$ cat src/rtl/rm_event_lane_queue.sv
// Registered runtime-monitor event router: routes lane_ctrl probes into per-lane FIFOs with drop
// counting. Optional macro RM_EVENT_QUEUE_COALESCE_EN merges full-FIFO pushes into the tail entry.
//
// events_i[i] bit layout, MSB first: {two_lane, lane0[LANE_W], lane1[LANE_W], probe_val,
// itype[ITYPE_W]}. With default parameters each event is 12 bits wide.
module rm_event_lane_queue #(
  parameter int unsigned NUM_LANES  = 5,
  parameter int unsigned NUM_EVENTS = 10,
  parameter int unsigned FIFO_DEPTH = 4,
  parameter int unsigned DROP_CNT_W = 8,
  parameter int unsigned LANE_W     = (NUM_LANES > 1) ? $clog2(NUM_LANES) : 1,
  parameter int unsigned ITYPE_W    = (NUM_EVENTS > 1) ? $clog2(NUM_EVENTS) : 1,
  parameter int unsigned EV_W       = 2 * LANE_W + ITYPE_W + 2
) (
  input  logic                                       clk_i,
  input  logic                                       rst_i,
  input  logic [NUM_EVENTS-1:0][EV_W-1:0]            events_i,
  input  logic [NUM_LANES-1:0]                       lane_en_i,
  input  logic                                       flush_i,
  output logic [NUM_LANES-1:0][NUM_EVENTS-1:0]       vec0_o,
  output logic [NUM_LANES-1:0][NUM_EVENTS-1:0]       vec1_o,
  output logic [NUM_LANES-1:0][ITYPE_W-1:0]          itype1_o,
  output logic [NUM_LANES-1:0]                       valid_o,
  input  logic [NUM_LANES-1:0]                       ready_i,
  output logic [NUM_LANES-1:0]                       full_o,
  output logic [NUM_LANES-1:0][DROP_CNT_W-1:0]       drop_cnt_o,
  output logic [NUM_LANES-1:0]                       overflow_o
);

  // FIFO_DEPTH must be a power of two so the pointers wrap for free.
  localparam int unsigned PTR_W = $clog2(FIFO_DEPTH);
  localparam int unsigned CNT_W = PTR_W + 1;
  localparam int unsigned ENT_W = 2 * NUM_EVENTS + ITYPE_W;

  logic [NUM_LANES-1:0][NUM_EVENTS-1:0] new0;
  logic [NUM_LANES-1:0][NUM_EVENTS-1:0] new1;
  logic [NUM_LANES-1:0][ITYPE_W-1:0]    new_itype1;

  logic                 ev_two_lane;
  logic [LANE_W-1:0]    ev_lane0;
  logic [LANE_W-1:0]    ev_lane1;
  logic                 ev_probe;
  logic [ITYPE_W-1:0]   ev_itype;

  // Routing: later (higher-index) two-lane hits overwrite itype1 of the same lane.
  always_comb begin
    new0        = '0;
    new1        = '0;
    new_itype1  = '0;
    ev_two_lane = 1'b0;
    ev_lane0    = '0;
    ev_lane1    = '0;
    ev_probe    = 1'b0;
    ev_itype    = '0;
    for (int i = 0; i < NUM_EVENTS; i++) begin
      ev_two_lane = events_i[i][EV_W-1];
      ev_lane0    = events_i[i][EV_W-2 -: LANE_W];
      ev_lane1    = events_i[i][EV_W-2-LANE_W -: LANE_W];
      ev_probe    = events_i[i][ITYPE_W];
      ev_itype    = events_i[i][ITYPE_W-1:0];
      if (32'(ev_lane0) < NUM_LANES) begin
        new0[ev_lane0][i] = ev_probe;
      end
      if (ev_two_lane && ev_probe && (32'(ev_lane1) < NUM_LANES)) begin
        new1[ev_lane1][i]    = 1'b1;
        new_itype1[ev_lane1] = ev_itype;
      end
    end
  end

  for (genvar l = 0; l < NUM_LANES; l++) begin : g_lane
    logic [FIFO_DEPTH-1:0][ENT_W-1:0] mem_q, mem_d;
    logic [PTR_W-1:0]                 wr_ptr_q, wr_ptr_d;
    logic [PTR_W-1:0]                 rd_ptr_q, rd_ptr_d;
    logic [PTR_W-1:0]                 tail_ptr;
    logic [CNT_W-1:0]                 cnt_q, cnt_d;
    logic [DROP_CNT_W-1:0]            drop_q, drop_d;
    logic                             ovf_q, ovf_d;
    logic                             push, pop, accept, empty, full;
    logic [ENT_W-1:0]                 new_ent, tail_ent, merged_ent, head;

    assign push     = lane_en_i[l] & (|(new0[l] | new1[l]));
    assign empty    = (cnt_q == '0);
    assign full     = (cnt_q == CNT_W'(FIFO_DEPTH));
    assign pop      = ~empty & ready_i[l];
    assign accept   = push & (~full | pop);
    assign new_ent  = {new0[l], new1[l], new_itype1[l]};
    assign tail_ptr = wr_ptr_q - PTR_W'(1);
    assign tail_ent = mem_q[tail_ptr];

    always_comb begin
      merged_ent = tail_ent;
      merged_ent[ENT_W-1 -: NUM_EVENTS] = tail_ent[ENT_W-1 -: NUM_EVENTS] | new0[l];
      merged_ent[ITYPE_W +: NUM_EVENTS] = tail_ent[ITYPE_W +: NUM_EVENTS] | new1[l];
      if (|new1[l]) begin
        merged_ent[ITYPE_W-1:0] = new_itype1[l];
      end
    end

    always_comb begin
      mem_d    = mem_q;
      wr_ptr_d = wr_ptr_q;
      rd_ptr_d = rd_ptr_q;
      cnt_d    = cnt_q;
      drop_d   = drop_q;
      ovf_d    = ovf_q;
      if (flush_i) begin
        wr_ptr_d = '0;
        rd_ptr_d = '0;
        cnt_d    = '0;
        drop_d   = '0;
        ovf_d    = 1'b0;
      end else begin
        if (accept) begin
          mem_d[wr_ptr_q] = new_ent;
          wr_ptr_d        = wr_ptr_q + PTR_W'(1);
        end else if (push) begin
`ifdef RM_EVENT_QUEUE_COALESCE_EN
          mem_d[tail_ptr] = merged_ent;
`else
          if (drop_q != '1) begin
            drop_d = drop_q + DROP_CNT_W'(1);
          end
          ovf_d = 1'b1;
`endif
        end
        if (pop) begin
          rd_ptr_d = rd_ptr_q + PTR_W'(1);
        end
        cnt_d = cnt_q + CNT_W'(accept) - CNT_W'(pop);
      end
    end

    always_ff @(posedge clk_i or posedge rst_i) begin
      if (rst_i) begin
        mem_q    <= '0;
        wr_ptr_q <= '0;
        rd_ptr_q <= '0;
        cnt_q    <= '0;
        drop_q   <= '0;
        ovf_q    <= 1'b0;
      end else begin
        mem_q    <= mem_d;
        wr_ptr_q <= wr_ptr_d;
        rd_ptr_q <= rd_ptr_d;
        cnt_q    <= cnt_d;
        drop_q   <= drop_d;
        ovf_q    <= ovf_d;
      end
    end

    // Head is masked while empty so stale memory never leaks onto the outputs.
    assign head          = empty ? '0 : mem_q[rd_ptr_q];
    assign vec0_o[l]     = head[ENT_W-1 -: NUM_EVENTS];
    assign vec1_o[l]     = head[ITYPE_W +: NUM_EVENTS];
    assign itype1_o[l]   = head[ITYPE_W-1:0];
    assign valid_o[l]    = ~empty;
    assign full_o[l]     = full;
    assign drop_cnt_o[l] = drop_q;
    assign overflow_o[l] = ovf_q;
  end

endmodule
$ cat config.mk
export PLATFORM = sky130hd
export DESIGN_NAME = rm_event_lane_queue
export DESIGN_NICKNAME = d
export VERILOG_FILES = /design/src/rtl/rm_event_lane_queue.sv
export SDC_FILE = /design/constraint.sdc
export NUM_CORES = 1
export LEC_CHECK = 0
export ABC_AREA = 1
export BUFFER_PORTS_ARGS = -buffer_cell sky130_fd_sc_hd__buf_2
export CORE_MARGIN = 2
export CORE_UTILIZATION = 31
export DETAILED_ROUTE_END_ITERATION = 16
export GPL_TIMING_DRIVEN = 0
export PLACE_DENSITY = 0.55
export SYNTH_ARGS = -nofsm -noshare
export SYNTH_HDL_FRONTEND = slang
export SYNTH_SLANG_ARGS = --single-unit
$ cat constraint.sdc
create_clock -name clk_i -period 20.6 [get_ports clk_i]
set_input_delay 3.09 -clock clk_i [delete_from_list [all_inputs] [get_ports clk_i]]
set_output_delay 3.09 -clock clk_i [all_outputs]
set_load 0.02 [all_outputs]
==> results_dict.tcl <==
set metrics [dict create \
    status "complete, no violations" \
    maxCapViolCount 0 \
    worstRegToRegCells 10 \
    cts_buffer_depth 3 \
    critPathBufInv 4 \
    maxSlewHeadroom_pct 7.319 \
    synth_top_cells_by_count "nand2_1 (1738), dfrtp_1 (560), nor2_1 (434)" \
    yosysTopAreaCell "dfrtp_1" \
    synth_top_area_share_pct 45.26 \
    fp.dieW_um 320.0 \
    clkTransAtPathRegs_ns 0.06 \
    grt_pass1_vias 28040 \
    yosysMostFrequentCell "nand2_1" \
    hold_ws_ns 0.4623 \
    worst_clock_skew_ns 0.01783 \
    dieHeight_um 320.0 \
    crit_chain "inv_1 > clkbuf_1 > clkbuf_1 > a21oi_1 > o21ai_0 > a21oi_1 > buf_2" \
    globalRoute.totalOverflow 0 \
    synth_area_per_cell_um2 6.984 \
    dpl.hpwl_um 91940 \
    dr.pass1.iters 6 \
    syn-cell-area_um2 30960 \
    period_needed_ns 6.032 \
    grt_pass1_wl_um 179900 \
    wire_per_inst_um 19.78 \
    ant_nets 0 \
    rsz0062_at_grt "false" \
    synth_fp_nets 4605 \
    synthTopCellsByArea "dfrtp_1 (45%), nand2_1 (21%), o21ai_0 (6.7%), nor2_1 (5.3%), inv_1 (5.2%)" \
    antenna_found_initial 48 \
    cpPeakStageDelay_ns 0.59 \
    cp_num_cells 7 \
    max_clock_freq_ghz 0.1658 \
    final_layout_size_suffix_gt1_share_pct 12.04 \
    post_cts_resized 0 \
    peakVddDrop_uv 53.71 \
    ys_seq_elements 560 \
    tightest_slew_ns 1.390 \
    synthesis.instances 4433 \
    grt-busiest-layer "met2" \
    routed_wl_um 121900 \
    insertion_delay_ns 0.62 \
    required_ns 17.51 \
    slew_violations 0 \
    power.leakage_nw 19.81 \
    post_cts.repair.setup_buffers 0 \
    numCtsBuffers 67 \
    critPathArrivalTime_ns 2.94 \
    drtIter0Drc 2784 \
    grt_max_degree 122 \
    ys_async_sr_fraction_pct 100.0 \
    synth.distinct_cells 38 \
    ys.flop_type "dfrtp_1" \
    critical_path.max_fanout 10 \
    start_util_pct 31.37 \
    fin_nets 4984 \
    synth_edf_count 0 \
    cts_root_buf "clkbuf_16" \
    hold_path.class "reg2reg" \
    core_um2 98710 \
    met1_usage_pct 32.24 \
    vias_per_cell 4.924 \
    rows 115 \
    cts_sinks 560 \
    slowest_stage "clkbuf_1" \
    ctsHoldBuffers 0 \
    portBuffers 306 \
    cp_top_family "buffers and inverters" \
    tns_ns 0 \
    period_share_pct 29.28 \
    cts.htree.levels 3 \
    setup_viol 0 \
    critPathKind "reg2out" \
    boundaryPins 308 \
    syn_to_final_growth_pct 17.69 \
    grtUsageTotal_pct 23.29 \
    cts_tree "yes" \
    hold_viol 0 \
    hold_depth 2 \
    die_area_um2 102400 \
    drc_errors 0 \
    synth_warnings 0 \
    yosysSeqAreaShare_pct 45.26 \
    cp-end-kind "output port" \
    gr-usage-met2_pct 35.35 \
    cp-start-kind "register" \
    met3_usage_pct 6.180 \
    gp_congestion 0.9480 \
    via_count 30330 \
    power_density_nw_per_um2 101.9 \
]
[state kept, by name (all words and copies together) (netlist names)]
name	flops
g_lane.mem_q	480
g_lane.cnt_q	15
g_lane.drop_q	40
g_lane.ovf_q	5
g_lane.wr_ptr_q	10
g_lane.rd_ptr_q	10
[layout by cell type, fill, tap and decap left out, types with 6 or more instances in the layout]
cell / instances
nor2_2: 7
nand2_2: 7
xor2_1: 18
buf_4: 23
inv_2: 11
nand3_1: 126
a21oi_1: 261
clkinv_2: 10
diode_2: 13
nand2_1: 1738
nor2_1: 434
o211ai_1: 19
buf_6: 9
buf_2: 368
clkbuf_8: 13
nand4_1: 28
or2_2: 15
dfrtp_1: 560
ha_1: 34
clkbuf_16: 69
nor2_4: 17
buf_1: 6
clkbuf_1: 123
inv_1: 432
nor3_1: 40
o21bai_1: 16
o21ai_0: 417
nand3b_1: 6
[area by class of cell]
class | count | area [um2]
diodes | 13 | 32.53
well taps | 1287 | 1610
plain buffers | 207 | 1008
multi-input cells | 3218 | 14270
clock inverters | 19 | 210.2
clock buffers | 98 | 1966
inverters | 448 | 1689
fillers | 10620 | 62270
flip-flops and latches | 560 | 14010
repair buffers | 310 | 1642
[worst paths after layout]
check,from,slack (ns),to
min in group asynchronous,rst_i,2.60,g_lane[0].mem_q[89]
max in group asynchronous,rst_i,16.23,g_lane[4].mem_q[80]
min reg2reg,g_lane[3].mem_q[79],0.46,g_lane[3].mem_q[79]
max,g_lane[2].rd_ptr_q[0],14.57,vec1_o[21]
min,g_lane[3].mem_q[79],0.46,g_lane[3].mem_q[79]
max reg2reg,g_lane[3].cnt_q[1],17.93,g_lane[3].cnt_q[2]
[per-layer routing]
layer / vias to the layer above / wire length (um)
met4: 54 / 3497
met3: 200 / 11810
met2: 1123 / 53130
met5: - / 333
met1: 14360 / 53090
li1: 14590 / -
[where the power goes]
group	internal [mW]	switching, mW
Sequential	1.26	0.0716
Clock	0.711	0.493
Combinational	0.335	0.842
Total	2.31	1.41
[stage by stage]
step | setup slack [ns] | total power, mW | utilization [%] | area [um2] | std cells
6_report | 14.57 | 3.715 | 36.92 | 36440 | 6160
5_1_grt | 14.43 | 3.919 | 36.89 | 36410 | 6148
4_1_cts | 14.60 | 3.740 | 36.88 | 36410 | 6147
3_5_place_dp | 14.26 | 2.530 | 34.68 | 34230 | 6030
3_3_place_gp | -5.865 | 2.517 | 34.55 | 34100 | 6026
2_1_floorplan | 1.849 | 2.089 | - | 30960 | 4433
[cells by family after synthesis]
kind of cell,count (synthesis),synth area share (%)
XOR/XNOR,21,0.5941
flip-flops,560,45.26
AO/OA/AOI/OAI,717,11.91
buffers and inverters,655,8.689
adder cells (fa/ha/maj),39,1.697
AND/OR/NAND/NOR,2441,31.84
[tightest hold or removal path, cell delays in order, from the launching register on]
cell and delay, ns:
dfrtp_1 0.33, nand2_1 0.05, nand2_1 0.05
Power figures use the tool's default switching activity.
